[src/rtl/flood_menu_ctrl_pkg.sv]
// Shared types and constants for the Flood-It menu/selection controller.
// Latency: n/a (types, constants and a pure budget function).
// Backpressure: n/a.
package flood_menu_ctrl_pkg;

    typedef enum logic [2:0] {
        S_BOOT  = 3'd0,
        S_MENU  = 3'd1,
        S_INIT  = 3'd2,
        S_BEGIN = 3'd3,
        S_PLAY  = 3'd4
    } state_t;

    localparam int SIZE_W     = 5;
    localparam int CNUM_W     = 4;
    localparam int TRY_W      = 8;
    localparam int PROD_W     = 14;
    localparam int BUDGET_MUL = 77;

    // Move budget: roughly 0.3 moves per cell-colour, never below one move.
    function automatic logic [TRY_W-1:0] calc_budget(input logic [SIZE_W-1:0] size,
                                                     input logic [CNUM_W-1:0] cnum);
        logic [PROD_W-1:0] prod;
        prod = PROD_W'(size) * PROD_W'(cnum) * PROD_W'(BUDGET_MUL);
        if (prod[PROD_W-1:8] == '0)
            calc_budget = TRY_W'(1);
        else
            calc_budget = TRY_W'(prod[PROD_W-1:8]);
    endfunction

endpackage

[src/rtl/flood_menu_ctrl_if.sv]
// Signal bundle between the menu controller and buttons/randomiser/game logic.
// Latency: n/a (wiring only).
// Backpressure: new-game and colour-select are level handshakes held until acknowledged.
interface flood_menu_ctrl_if
    import flood_menu_ctrl_pkg::*;
#(
    parameter int NUM_COLORS_MAX = 8,
    parameter int CW             = $clog2(NUM_COLORS_MAX)
);
    logic                      UP, DOWN, LEFT, RIGHT, CENTER;
    logic [NUM_COLORS_MAX-1:0] SW;
    logic                      BOARD_READY;
    logic                      INITIALIZE_BOARD;
    logic                      INITIALIZED;
    logic                      BEGIN_GAME;
    logic                      ACK_BEGIN_GAME;
    logic                      CURRENTLY_CHANGING_COLOR;
    logic                      GAME_OVER;
    logic                      COLOR_SEL_SIG;
    logic [CW-1:0]             COLOR_SELECTED;
    logic [SIZE_W-1:0]         SIZE;
    logic [CNUM_W-1:0]         COLOR_NUM;
    logic [SIZE_W-1:0]         FINAL_SIZE;
    logic [CNUM_W-1:0]         FINAL_COLOR_NUM;
    logic                      MODE;
    logic                      SORC;
    logic [TRY_W-1:0]          TRIES;
    logic [TRY_W-1:0]          TOTAL_TRIES;
    logic                      OUT_OF_TRIES;

    modport master (
        input  UP, DOWN, LEFT, RIGHT, CENTER, SW, BOARD_READY, INITIALIZED,
               ACK_BEGIN_GAME, CURRENTLY_CHANGING_COLOR, GAME_OVER,
        output INITIALIZE_BOARD, BEGIN_GAME, COLOR_SEL_SIG, COLOR_SELECTED,
               SIZE, COLOR_NUM, FINAL_SIZE, FINAL_COLOR_NUM, MODE, SORC,
               TRIES, TOTAL_TRIES, OUT_OF_TRIES
    );

    modport slave (
        output UP, DOWN, LEFT, RIGHT, CENTER, SW, BOARD_READY, INITIALIZED,
               ACK_BEGIN_GAME, CURRENTLY_CHANGING_COLOR, GAME_OVER,
        input  INITIALIZE_BOARD, BEGIN_GAME, COLOR_SEL_SIG, COLOR_SELECTED,
               SIZE, COLOR_NUM, FINAL_SIZE, FINAL_COLOR_NUM, MODE, SORC,
               TRIES, TOTAL_TRIES, OUT_OF_TRIES
    );
endinterface

[src/rtl/flood_menu_ctrl_btn_edge_repeat.sv]
// Button rising-edge detector with optional hold-to-repeat step generation.
// Latency: o_step is combinational in the cycle the button is first seen high.
// Backpressure: none; steps are single-cycle pulses and are never stored.
module btn_edge_repeat #(
    parameter int REPEAT_DELAY  = 50000000,
    parameter int REPEAT_PERIOD = 10000000,
    parameter bit EN_REPEAT     = 1'b0
) (
    input  logic clk,
    input  logic rst_n,
    input  logic i_btn,
    input  logic i_rep_en,
    output logic o_step
);
    localparam int MAXC  = (REPEAT_DELAY > REPEAT_PERIOD) ? REPEAT_DELAY : REPEAT_PERIOD;
    localparam int CNT_W = $clog2(MAXC + 1);

    logic             r_prev;
    logic             r_first;
    logic [CNT_W-1:0] r_cnt;
    logic             w_edge;
    logic             w_held;
    logic             w_rep;

    // r_cnt equals the number of cycles since the last step while the button stays down.
    assign w_edge = i_btn & ~r_prev;
    assign w_held = EN_REPEAT & i_rep_en & i_btn & r_prev;
    assign w_rep  = w_held & (r_cnt == (r_first ? CNT_W'(REPEAT_DELAY) : CNT_W'(REPEAT_PERIOD)));
    assign o_step = w_edge | w_rep;

    // Track the previous level and the hold timer; release clears the timer.
    always_ff @(posedge clk or negedge rst_n) begin
        if (!rst_n) begin
            r_prev  <= 1'b0;
            r_first <= 1'b1;
            r_cnt   <= '0;
        end else begin
            r_prev <= i_btn;
            if (w_edge) begin
                r_cnt   <= CNT_W'(1);
                r_first <= 1'b1;
            end else if (w_rep) begin
                r_cnt   <= CNT_W'(1);
                r_first <= 1'b0;
            end else if (w_held) begin
                r_cnt <= r_cnt + CNT_W'(1);
            end else begin
                r_cnt   <= '0;
                r_first <= 1'b1;
            end
        end
    end
endmodule

[src/rtl/flood_menu_ctrl.sv]
// Flood-It menu, new-game handshake and per-move colour-select controller.
// Latency: button/switch edges act on the next clock edge; budget follows FINAL_* by one cycle.
// Backpressure: one colour request in flight; toggles while busy/locked are dropped, not queued.
module flood_menu_ctrl
    import flood_menu_ctrl_pkg::*;
#(
    parameter int NUM_COLORS_MAX = 8,
    parameter int COLORS_MIN     = 3,
    parameter int COLORS_DEFAULT = 6,
    parameter int SIZE_MIN       = 2,
    parameter int SIZE_MAX       = 26,
    parameter int SIZE_STEP      = 4,
    parameter int SIZE_DEFAULT   = 14,
    parameter int REPEAT_DELAY   = 50000000,
    parameter int REPEAT_PERIOD  = 10000000,
    parameter int CW             = $clog2(NUM_COLORS_MAX)
) (
    input  logic            MASTER_CLOCK,
    input  logic            RESET_N,
    flood_menu_ctrl_if.master bus
);
    state_t                    r_state, w_next;
    logic                      w_latch;
    logic                      w_up, w_down, w_left, w_right, w_center;
    logic                      w_menu, w_inc, w_dec;
    logic [SIZE_W-1:0]         r_size, r_final_size, w_size_up, w_size_dn;
    logic [CNUM_W-1:0]         r_cnum, r_final_cnum, w_cnum_up, w_cnum_dn;
    logic                      r_sorc;
    logic [TRY_W-1:0]          r_tries, r_total;
    logic                      r_sel_sig;
    logic [CW-1:0]             r_selected;
    logic [NUM_COLORS_MAX-1:0] r_sw_snap, w_mask, w_cand;
    logic [CW-1:0]             w_win_idx;
    logic                      w_win_vld, w_issue;

    assign w_menu = (r_state == S_MENU);

    btn_edge_repeat #(.REPEAT_DELAY(REPEAT_DELAY), .REPEAT_PERIOD(REPEAT_PERIOD), .EN_REPEAT(1'b1))
        u_up     (.clk(MASTER_CLOCK), .rst_n(RESET_N), .i_btn(bus.UP),     .i_rep_en(w_menu), .o_step(w_up));
    btn_edge_repeat #(.REPEAT_DELAY(REPEAT_DELAY), .REPEAT_PERIOD(REPEAT_PERIOD), .EN_REPEAT(1'b1))
        u_down   (.clk(MASTER_CLOCK), .rst_n(RESET_N), .i_btn(bus.DOWN),   .i_rep_en(w_menu), .o_step(w_down));
    btn_edge_repeat #(.REPEAT_DELAY(REPEAT_DELAY), .REPEAT_PERIOD(REPEAT_PERIOD), .EN_REPEAT(1'b0))
        u_left   (.clk(MASTER_CLOCK), .rst_n(RESET_N), .i_btn(bus.LEFT),   .i_rep_en(1'b0),   .o_step(w_left));
    btn_edge_repeat #(.REPEAT_DELAY(REPEAT_DELAY), .REPEAT_PERIOD(REPEAT_PERIOD), .EN_REPEAT(1'b0))
        u_right  (.clk(MASTER_CLOCK), .rst_n(RESET_N), .i_btn(bus.RIGHT),  .i_rep_en(1'b0),   .o_step(w_right));
    btn_edge_repeat #(.REPEAT_DELAY(REPEAT_DELAY), .REPEAT_PERIOD(REPEAT_PERIOD), .EN_REPEAT(1'b0))
        u_center (.clk(MASTER_CLOCK), .rst_n(RESET_N), .i_btn(bus.CENTER), .i_rep_en(1'b0),   .o_step(w_center));

    // FSM state register.
    always_ff @(posedge MASTER_CLOCK or negedge RESET_N) begin
        if (!RESET_N) r_state <= S_BOOT;
        else          r_state <= w_next;
    end

    // Next-state decode; w_latch snapshots the menu values into FINAL_* for a new game.
    always_comb begin
        w_next  = r_state;
        w_latch = 1'b0;
        case (r_state)
            S_BOOT: begin
                if (!bus.INITIALIZED) begin
                    w_latch = 1'b1;
                    w_next  = S_INIT;
                end else begin
                    w_next = S_PLAY;
                end
            end
            S_MENU: begin
                if (w_center) begin
                    w_latch = 1'b1;
                    w_next  = S_INIT;
                end else if (w_right) begin
                    w_next = S_PLAY;
                end
            end
            S_INIT:  if (bus.BOARD_READY)    w_next = S_BEGIN;
            S_BEGIN: if (bus.ACK_BEGIN_GAME) w_next = S_PLAY;
            S_PLAY:  if (w_right && bus.INITIALIZED && !r_sel_sig) w_next = S_MENU;
            default: w_next = S_BOOT;
        endcase
    end

    // Wrapping neighbours of the two editable fields.
    always_comb begin
        w_size_up = (r_size == SIZE_W'(SIZE_MAX)) ? SIZE_W'(SIZE_MIN) : r_size + SIZE_W'(SIZE_STEP);
        w_size_dn = (r_size == SIZE_W'(SIZE_MIN)) ? SIZE_W'(SIZE_MAX) : r_size - SIZE_W'(SIZE_STEP);
        w_cnum_up = (r_cnum == CNUM_W'(NUM_COLORS_MAX)) ? CNUM_W'(COLORS_MIN) : r_cnum + CNUM_W'(1);
        w_cnum_dn = (r_cnum == CNUM_W'(COLORS_MIN)) ? CNUM_W'(NUM_COLORS_MAX) : r_cnum - CNUM_W'(1);
    end

    // Opposing UP and DOWN steps in the same cycle cancel out.
    assign w_inc = w_menu & w_up & ~w_down;
    assign w_dec = w_menu & w_down & ~w_up;

    // Menu fields, game snapshot and the derived move budget.
    always_ff @(posedge MASTER_CLOCK or negedge RESET_N) begin
        if (!RESET_N) begin
            r_size       <= SIZE_W'(SIZE_DEFAULT);
            r_cnum       <= CNUM_W'(COLORS_DEFAULT);
            r_final_size <= SIZE_W'(SIZE_DEFAULT);
            r_final_cnum <= CNUM_W'(COLORS_DEFAULT);
            r_sorc       <= 1'b0;
            r_total      <= calc_budget(SIZE_W'(SIZE_DEFAULT), CNUM_W'(COLORS_DEFAULT));
        end else begin
            if (w_inc) begin
                if (r_sorc) r_size <= w_size_up;
                else        r_cnum <= w_cnum_up;
            end else if (w_dec) begin
                if (r_sorc) r_size <= w_size_dn;
                else        r_cnum <= w_cnum_dn;
            end
            if (w_menu && w_left) r_sorc <= ~r_sorc;
            if (w_latch) begin
                r_final_size <= r_size;
                r_final_cnum <= r_cnum;
            end
            r_total <= calc_budget(r_final_size, r_final_cnum);
        end
    end

    // Candidate colours: switches that changed this cycle and are in play for this game.
    always_comb begin
        w_mask = '0;
        for (int i = 0; i < NUM_COLORS_MAX; i++)
            w_mask[i] = (i < int'(r_final_cnum));
    end
    assign w_cand = (bus.SW ^ r_sw_snap) & w_mask;

    // Lowest-index candidate wins.
    always_comb begin
        w_win_vld = 1'b0;
        w_win_idx = '0;
        for (int i = NUM_COLORS_MAX - 1; i >= 0; i--) begin
            if (w_cand[i]) begin
                w_win_vld = 1'b1;
                w_win_idx = CW'(i);
            end
        end
    end

    assign w_issue = (r_state == S_PLAY) & w_win_vld & ~r_sel_sig & ~bus.CURRENTLY_CHANGING_COLOR
                   & ~bus.GAME_OVER & (r_tries < r_total);

    // Switch snapshot, move counter and the colour-select request/acknowledge.
    always_ff @(posedge MASTER_CLOCK or negedge RESET_N) begin
        if (!RESET_N) begin
            r_sw_snap  <= '0;
            r_tries    <= '0;
            r_sel_sig  <= 1'b0;
            r_selected <= '0;
        end else begin
            r_sw_snap <= bus.SW;
            if (r_state == S_INIT)
                r_tries <= '0;
            else if (w_issue)
                r_tries <= r_tries + TRY_W'(1);
            if (w_issue) begin
                r_sel_sig  <= 1'b1;
                r_selected <= w_win_idx;
            end else if (r_sel_sig && bus.CURRENTLY_CHANGING_COLOR) begin
                r_sel_sig <= 1'b0;
            end
        end
    end

    assign bus.INITIALIZE_BOARD = (r_state == S_INIT);
    assign bus.BEGIN_GAME       = (r_state == S_BEGIN);
    assign bus.MODE             = ~w_menu;
    assign bus.SORC             = r_sorc;
    assign bus.SIZE             = r_size;
    assign bus.COLOR_NUM        = r_cnum;
    assign bus.FINAL_SIZE       = r_final_size;
    assign bus.FINAL_COLOR_NUM  = r_final_cnum;
    assign bus.TRIES            = r_tries;
    assign bus.TOTAL_TRIES      = r_total;
    assign bus.COLOR_SEL_SIG    = r_sel_sig;
    assign bus.COLOR_SELECTED   = r_selected;
    assign bus.OUT_OF_TRIES     = (r_tries == r_total) & ~bus.GAME_OVER;
endmodule

[src/flat_wrapper.sv]
// flat-port wrapper written by rule: the top's interface ports become plain ports
module flood_menu_ctrl_flat import flood_menu_ctrl_pkg::*;
#(
    parameter int NUM_COLORS_MAX = 8,
    parameter int COLORS_MIN     = 3,
    parameter int COLORS_DEFAULT = 6,
    parameter int SIZE_MIN       = 2,
    parameter int SIZE_MAX       = 26,
    parameter int SIZE_STEP      = 4,
    parameter int SIZE_DEFAULT   = 14,
    parameter int REPEAT_DELAY   = 50000000,
    parameter int REPEAT_PERIOD  = 10000000,
    parameter int CW             = $clog2(NUM_COLORS_MAX)
)
  (MASTER_CLOCK, RESET_N, bus_UP, bus_DOWN, bus_LEFT, bus_RIGHT, bus_CENTER, bus_SW, bus_BOARD_READY, bus_INITIALIZED, bus_ACK_BEGIN_GAME, bus_CURRENTLY_CHANGING_COLOR, bus_GAME_OVER, bus_INITIALIZE_BOARD, bus_BEGIN_GAME, bus_COLOR_SEL_SIG, bus_COLOR_SELECTED, bus_SIZE, bus_COLOR_NUM, bus_FINAL_SIZE, bus_FINAL_COLOR_NUM, bus_MODE, bus_SORC, bus_TRIES, bus_TOTAL_TRIES, bus_OUT_OF_TRIES);
  flood_menu_ctrl_if #(.NUM_COLORS_MAX(NUM_COLORS_MAX), .CW(CW)) bus_i ();
  input  logic MASTER_CLOCK;
  input  logic RESET_N;
  input wire logic [$bits(bus_i.UP)-1:0] bus_UP;
  input wire logic [$bits(bus_i.DOWN)-1:0] bus_DOWN;
  input wire logic [$bits(bus_i.LEFT)-1:0] bus_LEFT;
  input wire logic [$bits(bus_i.RIGHT)-1:0] bus_RIGHT;
  input wire logic [$bits(bus_i.CENTER)-1:0] bus_CENTER;
  input wire logic [$bits(bus_i.SW)-1:0] bus_SW;
  input wire logic [$bits(bus_i.BOARD_READY)-1:0] bus_BOARD_READY;
  input wire logic [$bits(bus_i.INITIALIZED)-1:0] bus_INITIALIZED;
  input wire logic [$bits(bus_i.ACK_BEGIN_GAME)-1:0] bus_ACK_BEGIN_GAME;
  input wire logic [$bits(bus_i.CURRENTLY_CHANGING_COLOR)-1:0] bus_CURRENTLY_CHANGING_COLOR;
  input wire logic [$bits(bus_i.GAME_OVER)-1:0] bus_GAME_OVER;
  output wire logic [$bits(bus_i.INITIALIZE_BOARD)-1:0] bus_INITIALIZE_BOARD;
  output wire logic [$bits(bus_i.BEGIN_GAME)-1:0] bus_BEGIN_GAME;
  output wire logic [$bits(bus_i.COLOR_SEL_SIG)-1:0] bus_COLOR_SEL_SIG;
  output wire logic [$bits(bus_i.COLOR_SELECTED)-1:0] bus_COLOR_SELECTED;
  output wire logic [$bits(bus_i.SIZE)-1:0] bus_SIZE;
  output wire logic [$bits(bus_i.COLOR_NUM)-1:0] bus_COLOR_NUM;
  output wire logic [$bits(bus_i.FINAL_SIZE)-1:0] bus_FINAL_SIZE;
  output wire logic [$bits(bus_i.FINAL_COLOR_NUM)-1:0] bus_FINAL_COLOR_NUM;
  output wire logic [$bits(bus_i.MODE)-1:0] bus_MODE;
  output wire logic [$bits(bus_i.SORC)-1:0] bus_SORC;
  output wire logic [$bits(bus_i.TRIES)-1:0] bus_TRIES;
  output wire logic [$bits(bus_i.TOTAL_TRIES)-1:0] bus_TOTAL_TRIES;
  output wire logic [$bits(bus_i.OUT_OF_TRIES)-1:0] bus_OUT_OF_TRIES;
  assign bus_i.UP = bus_UP;
  assign bus_i.DOWN = bus_DOWN;
  assign bus_i.LEFT = bus_LEFT;
  assign bus_i.RIGHT = bus_RIGHT;
  assign bus_i.CENTER = bus_CENTER;
  assign bus_i.SW = bus_SW;
  assign bus_i.BOARD_READY = bus_BOARD_READY;
  assign bus_i.INITIALIZED = bus_INITIALIZED;
  assign bus_i.ACK_BEGIN_GAME = bus_ACK_BEGIN_GAME;
  assign bus_i.CURRENTLY_CHANGING_COLOR = bus_CURRENTLY_CHANGING_COLOR;
  assign bus_i.GAME_OVER = bus_GAME_OVER;
  assign bus_INITIALIZE_BOARD = bus_i.INITIALIZE_BOARD;
  assign bus_BEGIN_GAME = bus_i.BEGIN_GAME;
  assign bus_COLOR_SEL_SIG = bus_i.COLOR_SEL_SIG;
  assign bus_COLOR_SELECTED = bus_i.COLOR_SELECTED;
  assign bus_SIZE = bus_i.SIZE;
  assign bus_COLOR_NUM = bus_i.COLOR_NUM;
  assign bus_FINAL_SIZE = bus_i.FINAL_SIZE;
  assign bus_FINAL_COLOR_NUM = bus_i.FINAL_COLOR_NUM;
  assign bus_MODE = bus_i.MODE;
  assign bus_SORC = bus_i.SORC;
  assign bus_TRIES = bus_i.TRIES;
  assign bus_TOTAL_TRIES = bus_i.TOTAL_TRIES;
  assign bus_OUT_OF_TRIES = bus_i.OUT_OF_TRIES;
  flood_menu_ctrl #(.NUM_COLORS_MAX(NUM_COLORS_MAX), .COLORS_MIN(COLORS_MIN), .COLORS_DEFAULT(COLORS_DEFAULT), .SIZE_MIN(SIZE_MIN), .SIZE_MAX(SIZE_MAX), .SIZE_STEP(SIZE_STEP), .SIZE_DEFAULT(SIZE_DEFAULT), .REPEAT_DELAY(REPEAT_DELAY), .REPEAT_PERIOD(REPEAT_PERIOD), .CW(CW)) u_core (.MASTER_CLOCK(MASTER_CLOCK), .RESET_N(RESET_N), .bus(bus_i));
endmodule
[config.mk]
export PLATFORM = sky130hd
export DESIGN_NAME = flood_menu_ctrl_flat
export DESIGN_NICKNAME = d
export VERILOG_FILES = /design/src/rtl/flood_menu_ctrl_pkg.sv /design/src/rtl/flood_menu_ctrl_if.sv /design/src/rtl/flood_menu_ctrl_btn_edge_repeat.sv /design/src/rtl/flood_menu_ctrl.sv /design/src/flat_wrapper.sv
export SDC_FILE = /design/constraint.sdc
export NUM_CORES = 1
export LEC_CHECK = 0
export CORE_ASPECT_RATIO = 0.8
export CORE_UTILIZATION = 45
export CTS_BUF_LIST = sky130_fd_sc_hd__clkbuf_16
export DETAILED_ROUTE_END_ITERATION = 10
export GPL_ROUTABILITY_DRIVEN = 0
export SLEW_MARGIN = 10
export SYNTH_ARGS = -nofsm -noshare
export SYNTH_HDL_FRONTEND = slang
export SYNTH_SLANG_ARGS = --single-unit
[constraint.sdc]
create_clock -name MASTER_CLOCK -period 8.15 [get_ports MASTER_CLOCK]
set_input_delay 1.63 -clock MASTER_CLOCK [delete_from_list [all_inputs] [get_ports MASTER_CLOCK]]
set_output_delay 1.63 -clock MASTER_CLOCK [all_outputs]
set_load 0.02 [all_outputs]
==> results of run 1 <==
==> logic make-up after synthesis <==
| kind of cell | Yosys count | synth area share (%) |
|---|---|---|
| AO/OA/AOI/OAI | 98 | 10.4 |
| XOR/XNOR | 67 | 8.62 |
| adder cells (fa/ha/maj) | 76 | 15.3 |
| buffers and inverters | 76 | 4.58 |
| flip-flops | 105 | 38.0 |
| multiplexers | 11 | 1.76 |
| other | 2 | 0.108 |
| AND/OR/NAND/NOR | 276 | 21.3 |
==> registers in the layout, summed over array words and instances (netlist names), 6 cells and up <==
signal and flops:
u_core.bus.TOTAL_TRIES 6, u_core.bus.TRIES 8, u_core.r_sw_snap 8, u_core.u_down.r_cnt 26
u_core.u_up.r_cnt 26
==> cell usage after synthesis (4+ instances only) <==
| master | count | share of area (%) |
|---|---|---|
| a21o_1 | 9 | 0.97 |
| xnor2_1 | 29 | 3.6 |
| buf_4 | 6 | 0.65 |
| o21bai_1 | 4 | 0.43 |
| nand4b_1 | 4 | 0.50 |
| nor4_1 | 4 | 0.36 |
| dfrtp_1 | 90 | 32 |
| o21ai_0 | 17 | 1.2 |
| nand4_1 | 14 | 1.3 |
| mux2i_1 | 4 | 0.57 |
| dfstp_2 | 15 | 5.7 |
| nand3_1 | 23 | 1.7 |
| nor2_1 | 83 | 4.5 |
| nand2b_1 | 12 | 1.1 |
| mux2_2 | 5 | 0.81 |
| nor2b_1 | 5 | 0.45 |
| nand2_1 | 50 | 2.7 |
| nor3_1 | 10 | 0.72 |
| a21oi_1 | 29 | 2.1 |
| or3_1 | 9 | 0.81 |
| and3_1 | 10 | 0.90 |
| fa_1 | 15 | 4.3 |
| and2_1 | 20 | 1.8 |
| clkbuf_1 | 11 | 0.59 |
| xor2_1 | 37 | 4.7 |
| nand3b_1 | 7 | 0.75 |
| inv_1 | 54 | 2.9 |
| o21a_1 | 4 | 0.43 |
| ha_1 | 61 | 11 |
==> metal layers <==
metal | up-vias | GRT usage, % | wire (µm)
li1 | 2524 | - | -
met1 | 2460 | 27.6 | 7300
met2 | 84 | 29.6 | 6320
met3 | 11 | 4.23 | 577
met4 | 0 | 5.36 | 160
met5 | - | 0 | 0
==> path summary, 6_finish.rpt <==
kind,startpoint,to,depth (start not counted)
worst min-delay path,u_core.bus.SIZE[1],u_core.bus.SIZE[1],0
worst max-delay path,u_core.bus.FINAL_COLOR_NUM[2],u_core.bus.TOTAL_TRIES[0],21
worst max register to register,u_core.bus.FINAL_COLOR_NUM[2],u_core.bus.TOTAL_TRIES[0],21
worst min register to register,u_core.bus.SIZE[1],u_core.bus.SIZE[1],0
min in group asynchronous,RESET_N,u_core.bus.TOTAL_TRIES[5],1
max in group asynchronous,RESET_N,u_core.u_down.r_cnt[4],2
==> per-stage QoR <==
stage	power (µW)	setup WS (ns)	hold WS (ns)
final	2320	1.67	0.424
after global routing	2530	1.40	0.435
after CTS	2350	1.69	0.428
after detailed placement	1920	1.73	0.414
after global placement	1890	1.93	0.413
after floorplan	1590	1.90	0.446
==> power groups by stage <==
stage | sequential [µW] | clock [µW] | combinational [µW]
2_1_floorplan | 725 | 0 | 866
3_3_place_gp | 706 | 0 | 1190
3_5_place_dp | 712 | 0 | 1210
4_1_cts | 703 | 419 | 1230
5_1_grt | 716 | 436 | 1370
6_report | 702 | 404 | 1220
==> area by class of cell <==
cell class / count / area, µm² / share of cell area [%]
clock inverters: 7 / 43.8 / 0.548
flip-flops and latches: 105 / 2650 / 33.1
multi-input cells: 537 / 4030 / 50.4
well taps: 210 / 263 / 3.29
clock buffers: 9 / 225 / 2.82
inverters: 54 / 203 / 2.54
repair buffers: 59 / 586 / 7.33
==> metrics.md, run 1 <==
| Metric | Value |
|---|---|
| CP Data Arrival Time | approximately 6.7 ns |
| Via Count | 5079 |
| Worst-Margin Slew | approximately 0.93 ns |
| First-pass GRT wire length | roughly 24000 µm |
| CP Max Fanout | 11 |
| # fillers | ~1400 |
| Row cnt | 40 |
| Most frequent standard cell in the layout excluding fill and tap cells | dfrtp_1 |
| Comb pwr share | a little over half |
| CP Launch Type | flop |
| Drt pass-1 iters | 4 |
| Syn Area/Cell | between 9 and 10 µm² |
| Antenna diodes | 0 |
| CP max stage delay | about 0.64 ns |
| Most used DFF post-synth | dfrtp_1 |
| Worst path required time | roughly 8.4 ns |
| Max_cap viols | 0 |
| DRC viols | 0 |
| Die X | between 100 and 150 µm |
| WL per Instance | approximately 15 µm |
| Status | finished, final reports clean |
| Antenna-violating nets left | 0 |
| Fin cells | 981 |
| FF+latch count, synth | ~110 |
| Most common cell on crit path | fa_1 |
| Lkg Pwr | between 0.003 and 0.004 µW |
| Detail Placement HPWL | about 11000 µm |
| P_sw | ~960 µW |
| Crit Path Category | flop to flop |
| Internal power | around 1400 µW |
| CTS Buffer Depth | 2 |
| Synth warn | 0 |
| Die area | around 16000 µm² |
| Setup TNS | 0 ns |
| Critical Path End Type | flop |
| Largest net degree at the start of global routing | between 70 and 80 |
| TritonCTS clock tree | built |
| Starting density of the core | between 40% and 50% |
| Fmax achieved | approximately 150 MHz |
| Area growth syn-to-layout | 14.8% |
| Post-CTS sizing | 0 |
| Port Buffers | 58 |
| Post-Route WL | approximately 14000 µm |
| Final setup fails | 0 |
| Sequential-to-total area share from yosys stat | a little under two fifths |
| Clock Skew | between 0.015 and 0.02 ns |
| Inst Count DP | around 970 |
| RSZ-0062 raised after global routing | no |
| Worst skew pair latency | between 0.3 and 0.4 ns |
| Cells after Synth | 711 |
| Post-Syn Area | about 7000 µm² |
| Core area | between 15000 and 20000 µm² |
| Sink Count | about 110 |
| Final core utilization | between 50% and 60% |
| Max IR drop VDD | around 0.00022 V |
| Root buffer cell | clkbuf_16 |
| Worst-path clk slew | 0.08 ns |
| CTS HTree Levels | 3 |
| Buf+Inv Stages, Crit Path | 3 |
| Vias per inst | roughly 5.2 |
| Tmin final | ~6.5 ns |
| Most frequent cells in the layout | dfrtp_1, nor2_1, ha_1, clkdlybuf4s50_1, inv_1 |
| Initial antenna violation count | 0 |
| Number of flops mapped to enable cells by yosys | 0 |
| Slew Viols, Final | 0 |
| Total global routing overflow | 0 |
| Nets@finish | between 800 and 900 |
| Switching Share | 41.2% |
| Pwr Density | approximately 290 nW/µm² |
| FFs w/ async S/R, synth | 100% |
| Layout cells sized above 1 | 8.43% |
| Crit-path leading delay family | adder cells |
| Post-CTS setup buffer count | 0 |
| Final Hold Viols | 0 |
| CTS Buf Count | 9 |
| CP max stage cell | dfstp_2 |
| Die Y | about 110 µm |
| Rel. slew slack | between 30 and 40% |
| Sequential share of power | a little under a third |
| Vias in the first global route | about 4900 |
| Count of cell types in the netlist | 74 |
| DR iter-0 viols | 334 |
| I/O pin cnt | 63 |
| GRT Overall Usage | between 10% and 20% |
| Hold Crit Class | flop to flop |
| Placed cell area | 7720 µm² |
| Post-route cell area | around 8000 µm² |
| Clock network fraction of design power | between 15 and 20% |
| FF-to-FF setup slack | ~1.7 ns |
| Crit-path cells | nand2_1 -> fa_1 -> inv_1 -> fa_1 -> fa_1 -> a21oi_1 -> nor2_1 -> nor2_1 -> xnor2_1 -> ha_1 -> ha_1 -> fa_1 -> inv_1 -> fa_1 -> inv_1 -> ha_1 -> a2111o_1 -> a31oi_1 -> nand4b_1 -> and3_1 -> a221oi_1 |
| Hold buffers post-CTS | 0 |
| Final worst-path cycle share | just under 80% |
Note: power is estimated with default switching activity, not from simulation.
==> run 2, diff against run 1 <==
==> constraint.sdc (replaced) <==
create_clock -name MASTER_CLOCK -period 6 [get_ports MASTER_CLOCK]
set_input_delay 1.2 -clock MASTER_CLOCK [delete_from_list [all_inputs] [get_ports MASTER_CLOCK]]
set_output_delay 1.2 -clock MASTER_CLOCK [all_outputs]
set_load 0.02 [all_outputs]
==> metrics.md, run 2 (synthesis results as in run 1) <==
| Metric | Value |
|---|---|
| Final setup fails | 0 (unchanged) |
| Slack of the critical path | 0.236 ns (was 1.67 ns) |
| R2R cell count | 23 (was 21) |
| DR iter-0 viols | 231 (was 334) |
| Switching Share | 41.1% (was 41.2%) |
| Most frequent standard cell in the layout excluding fill and tap cells | dfrtp_1 (unchanged) |
| Critical Path End Type | flop (unchanged) |
| Worst path required time | 6.27 ns (was 8.40 ns) |
| Root buffer cell | clkbuf_16 (unchanged) |
| CP max stage delay | 0.56 ns (was 0.64 ns) |
| Worst Hold Slack | 0.417 ns (was 0.424 ns) |
| Total global routing overflow | 0 (unchanged) |
| CP max stage cell | dfstp_2 (unchanged) |
| CP Data Arrival Time | 6.03 ns (was 6.73 ns) |
| Buf+Inv Stages, Crit Path | 4 (was 3) |
| Clock Skew | 0.0138 ns (was 0.0157 ns) |
| Worst-Margin Slew | 0.782 ns (was 0.934 ns) |
| Sequential share of power | 27.5% (was 30.2%) |
| Final worst-path cycle share | 96.1% (was 79.5%) |
| Detail Placement HPWL | 11100 µm (was 10800 µm) |
| RR Startpoint | u_core.bus.FINAL_SIZE[1] (was u_core.bus.FINAL_COLOR_NUM[2]) |
| Antenna diodes | 0 (unchanged) |
| Fmax achieved | 173 MHz (was 154 MHz) |
| Clock network fraction of design power | 17.0% (was 17.4%) |
| CP Launch Type | flop (unchanged) |
| Via Count | 5131 (was 5079) |
| Most frequent cells in the layout | dfrtp_1, nor2_1, ha_1, clkdlybuf4s50_1, inv_1 (unchanged) |
| Initial antenna violation count | 0 (unchanged) |
| Status | finished, final reports clean (unchanged) |
| Critical path destination | u_core.bus.TOTAL_TRIES[0] (unchanged) |
| Hold Crit Class | flop to flop (unchanged) |
| Max_cap viols | 0 (unchanged) |
| Max IR drop VDD | 0.000363 V (was 0.000220 V) |
| WL per Instance | 14.9 µm (was 14.6 µm) |
| Starting density of the core | 46.2% (unchanged) |
| Layout cells sized above 1 | 11.1% (was 8.43%) |
| Fin cells | 992 (was 981) |
| FF-to-FF End | u_core.bus.TOTAL_TRIES[0] (unchanged) |
| Worst skew pair latency | 0.35 ns (was 0.36 ns) |
| Comb pwr share | 55.4% (was 52.4%) |
| Largest net degree at the start of global routing | 63 (was 76) |
| FF-to-FF setup slack | 0.24 ns (was 1.67 ns) |
| Rel. slew slack | 47.7% (was 37.7%) |
| CP Max Fanout | 6 (was 11) |
| Slew Viols, Final | 0 (unchanged) |
| P_sw | 1400 µW (was 957 µW) |
| Worst-path clk slew | 0.07 ns (was 0.08 ns) |
| Drt pass-1 iters | 5 (was 4) |
| Crit-path leading delay family | adder cells (unchanged) |
| DRC viols | 0 (unchanged) |
| Die Y | 113 µm (unchanged) |
| Crit Path Category | flop to flop (unchanged) |
| CTS Buffer Depth | 2 (unchanged) |
| Crit path depth | 23 (was 21) |
| Antenna-violating nets left | 0 (unchanged) |
| Vias in the first global route | 4929 (was 4893) |
| Sink Count | 105 (unchanged) |
| Area growth syn-to-layout | 17.4% (was 14.8%) |
| Port Buffers | 58 (unchanged) |
| Final core utilization | 54.3% (was 53.0%) |
| Pwr Density | 417 nW/µm² (was 291 nW/µm²) |
| Vias per inst | 5.17 (was 5.18) |
| Lkg Pwr | 0.00363 µW (was 0.00355 µW) |
| Core area | 15100 µm² (unchanged) |
| Die area | 16000 µm² (unchanged) |
| CP Launch Point | u_core.bus.FINAL_SIZE[1] (was u_core.bus.FINAL_COLOR_NUM[2]) |
| Most common cell on crit path | fa_1 (unchanged) |
| Nets@finish | 873 (was 862) |
| CTS HTree Levels | 3 (unchanged) |
| Tot Pwr | 3410 µW (was 2320 µW) |
| First-pass GRT wire length | 24600 µm (was 24300 µm) |
| GRT Overall Usage | 19.7% (was 19.3%) |
| Row cnt | 40 (unchanged) |
| Final Hold Viols | 0 (unchanged) |
| Inst Count DP | 973 (was 965) |
| Biggest registers after layout | u_core.u_down.r_cnt x26, u_core.u_up.r_cnt x26 (unchanged) |
| I/O pin cnt | 63 (unchanged) |
| Crit-path cells | nand2_1 -> fa_1 -> inv_1 -> fa_1 -> fa_2 -> a21oi_2 -> nor2_1 -> nor2_2 -> xnor2_2 -> ha_1 -> ha_1 -> fa_1 -> inv_1 -> fa_1 -> inv_1 -> ha_1 -> buf_4 -> nor3_4 -> nor2_2 -> a31oi_4 -> nand4b_1 -> and3_1 -> a221oi_2 (was nand2_1 -> fa_1 -> inv_1 -> fa_1 -> fa_1 -> a21oi_1 -> nor2_1 -> nor2_1 -> xnor2_1 -> ha_1 -> ha_1 -> fa_1 -> inv_1 -> fa_1 -> inv_1 -> ha_1 -> a2111o_1 -> a31oi_1 -> nand4b_1 -> and3_1 -> a221oi_1) |
| Post-Route WL | 14700 µm (was 14400 µm) |
| Place WS | 0.00225 ns (was 1.73 ns) |
| Tmin final | 5.76 ns (was 6.48 ns) |
| Internal power | 2010 µW (was 1360 µW) |
| TritonCTS clock tree | built (unchanged) |
| Die X | 141 µm (unchanged) |
| CTS Buf Count | 9 (unchanged) |
## run 2: changes by cell type in the layout (fill, tap and decap cells not counted), sizes merged
| cell | before | now |
|---|---|---|
| clkinvlp | 1 | 2 |
| bufinv | 0 | 1 |
| clkinv | 3 | 2 |
| inv | 57 | 56 |
| buf | 2 | 13 |
## run 2: cell type report
| cell class | instances | area [µm²] |
|---|---|---|
| Tap cell | 210 | 263 |
| Clock buffer | 9 | 225 |
| Inverter | 54 | 203 |
| Timing Repair Buffer | 70 | 668 |
| Sequential cell | 105 | 2650 |
| Clock inverter | 7 | 65.1 |
| Multi-Input combinational cell | 537 | 4110 |
| Fill cell | 1338 | 6890 |
## run 2: worst min-delay path by stage
stage / from / end / slack (ns) / cells after the start
floorplan: u_core.u_up.r_first / u_core.u_up.r_first / 0.45 / 2
finish: u_core.bus.SIZE[1] / u_core.bus.SIZE[1] / 0.42 / 0
detailed placement: u_core.bus.SIZE[1] / u_core.bus.SIZE[1] / 0.41 / 0
CTS: u_core.bus.SIZE[1] / u_core.bus.SIZE[1] / 0.42 / 0
global placement: u_core.bus.SIZE[1] / u_core.bus.SIZE[1] / 0.41 / 0
global route: u_core.bus.SIZE[1] / u_core.bus.SIZE[1] / 0.43 / 0
## run 2: per-stage QoR
stage	setup TNS (ns)	area [µm²]
finish	0	8180
global route	-0.0401	8180
CTS	0	8110
detailed placement	0	7810
global placement	0	7810
floorplan	0	7020
## run 2: repair_timing
action                                  in CTS  in global routing
setup buffers                                1                  2
pin swaps                                    1                  8
hold buffers                                 0                  0
gates resized for setup                      1                 10
endpoints found under the setup margin       1                  3
## run 2: power groups by stage
stage	clock network [µW]	registers, µW	logic, µW
final	580	939	1890
after global routing	633	955	2140
after CTS	602	939	1810
after detailed placement	0	952	1780
after global placement	0	946	1730
after floorplan	0	984	1220
## run 2: layer usage
metal | global-route usage, % | part of all wire, % | wire, µm | vias to the layer above
li1 | - | - | - | 2542
met1 | 28.0 | 51 | 7450 | 2490
met2 | 30.3 | 45 | 6560 | 89
met3 | 4.70 | 4.0 | 590 | 10
met4 | 4.49 | 0.90 | 132 | 0
met5 | 0 | 0 | 0 | -
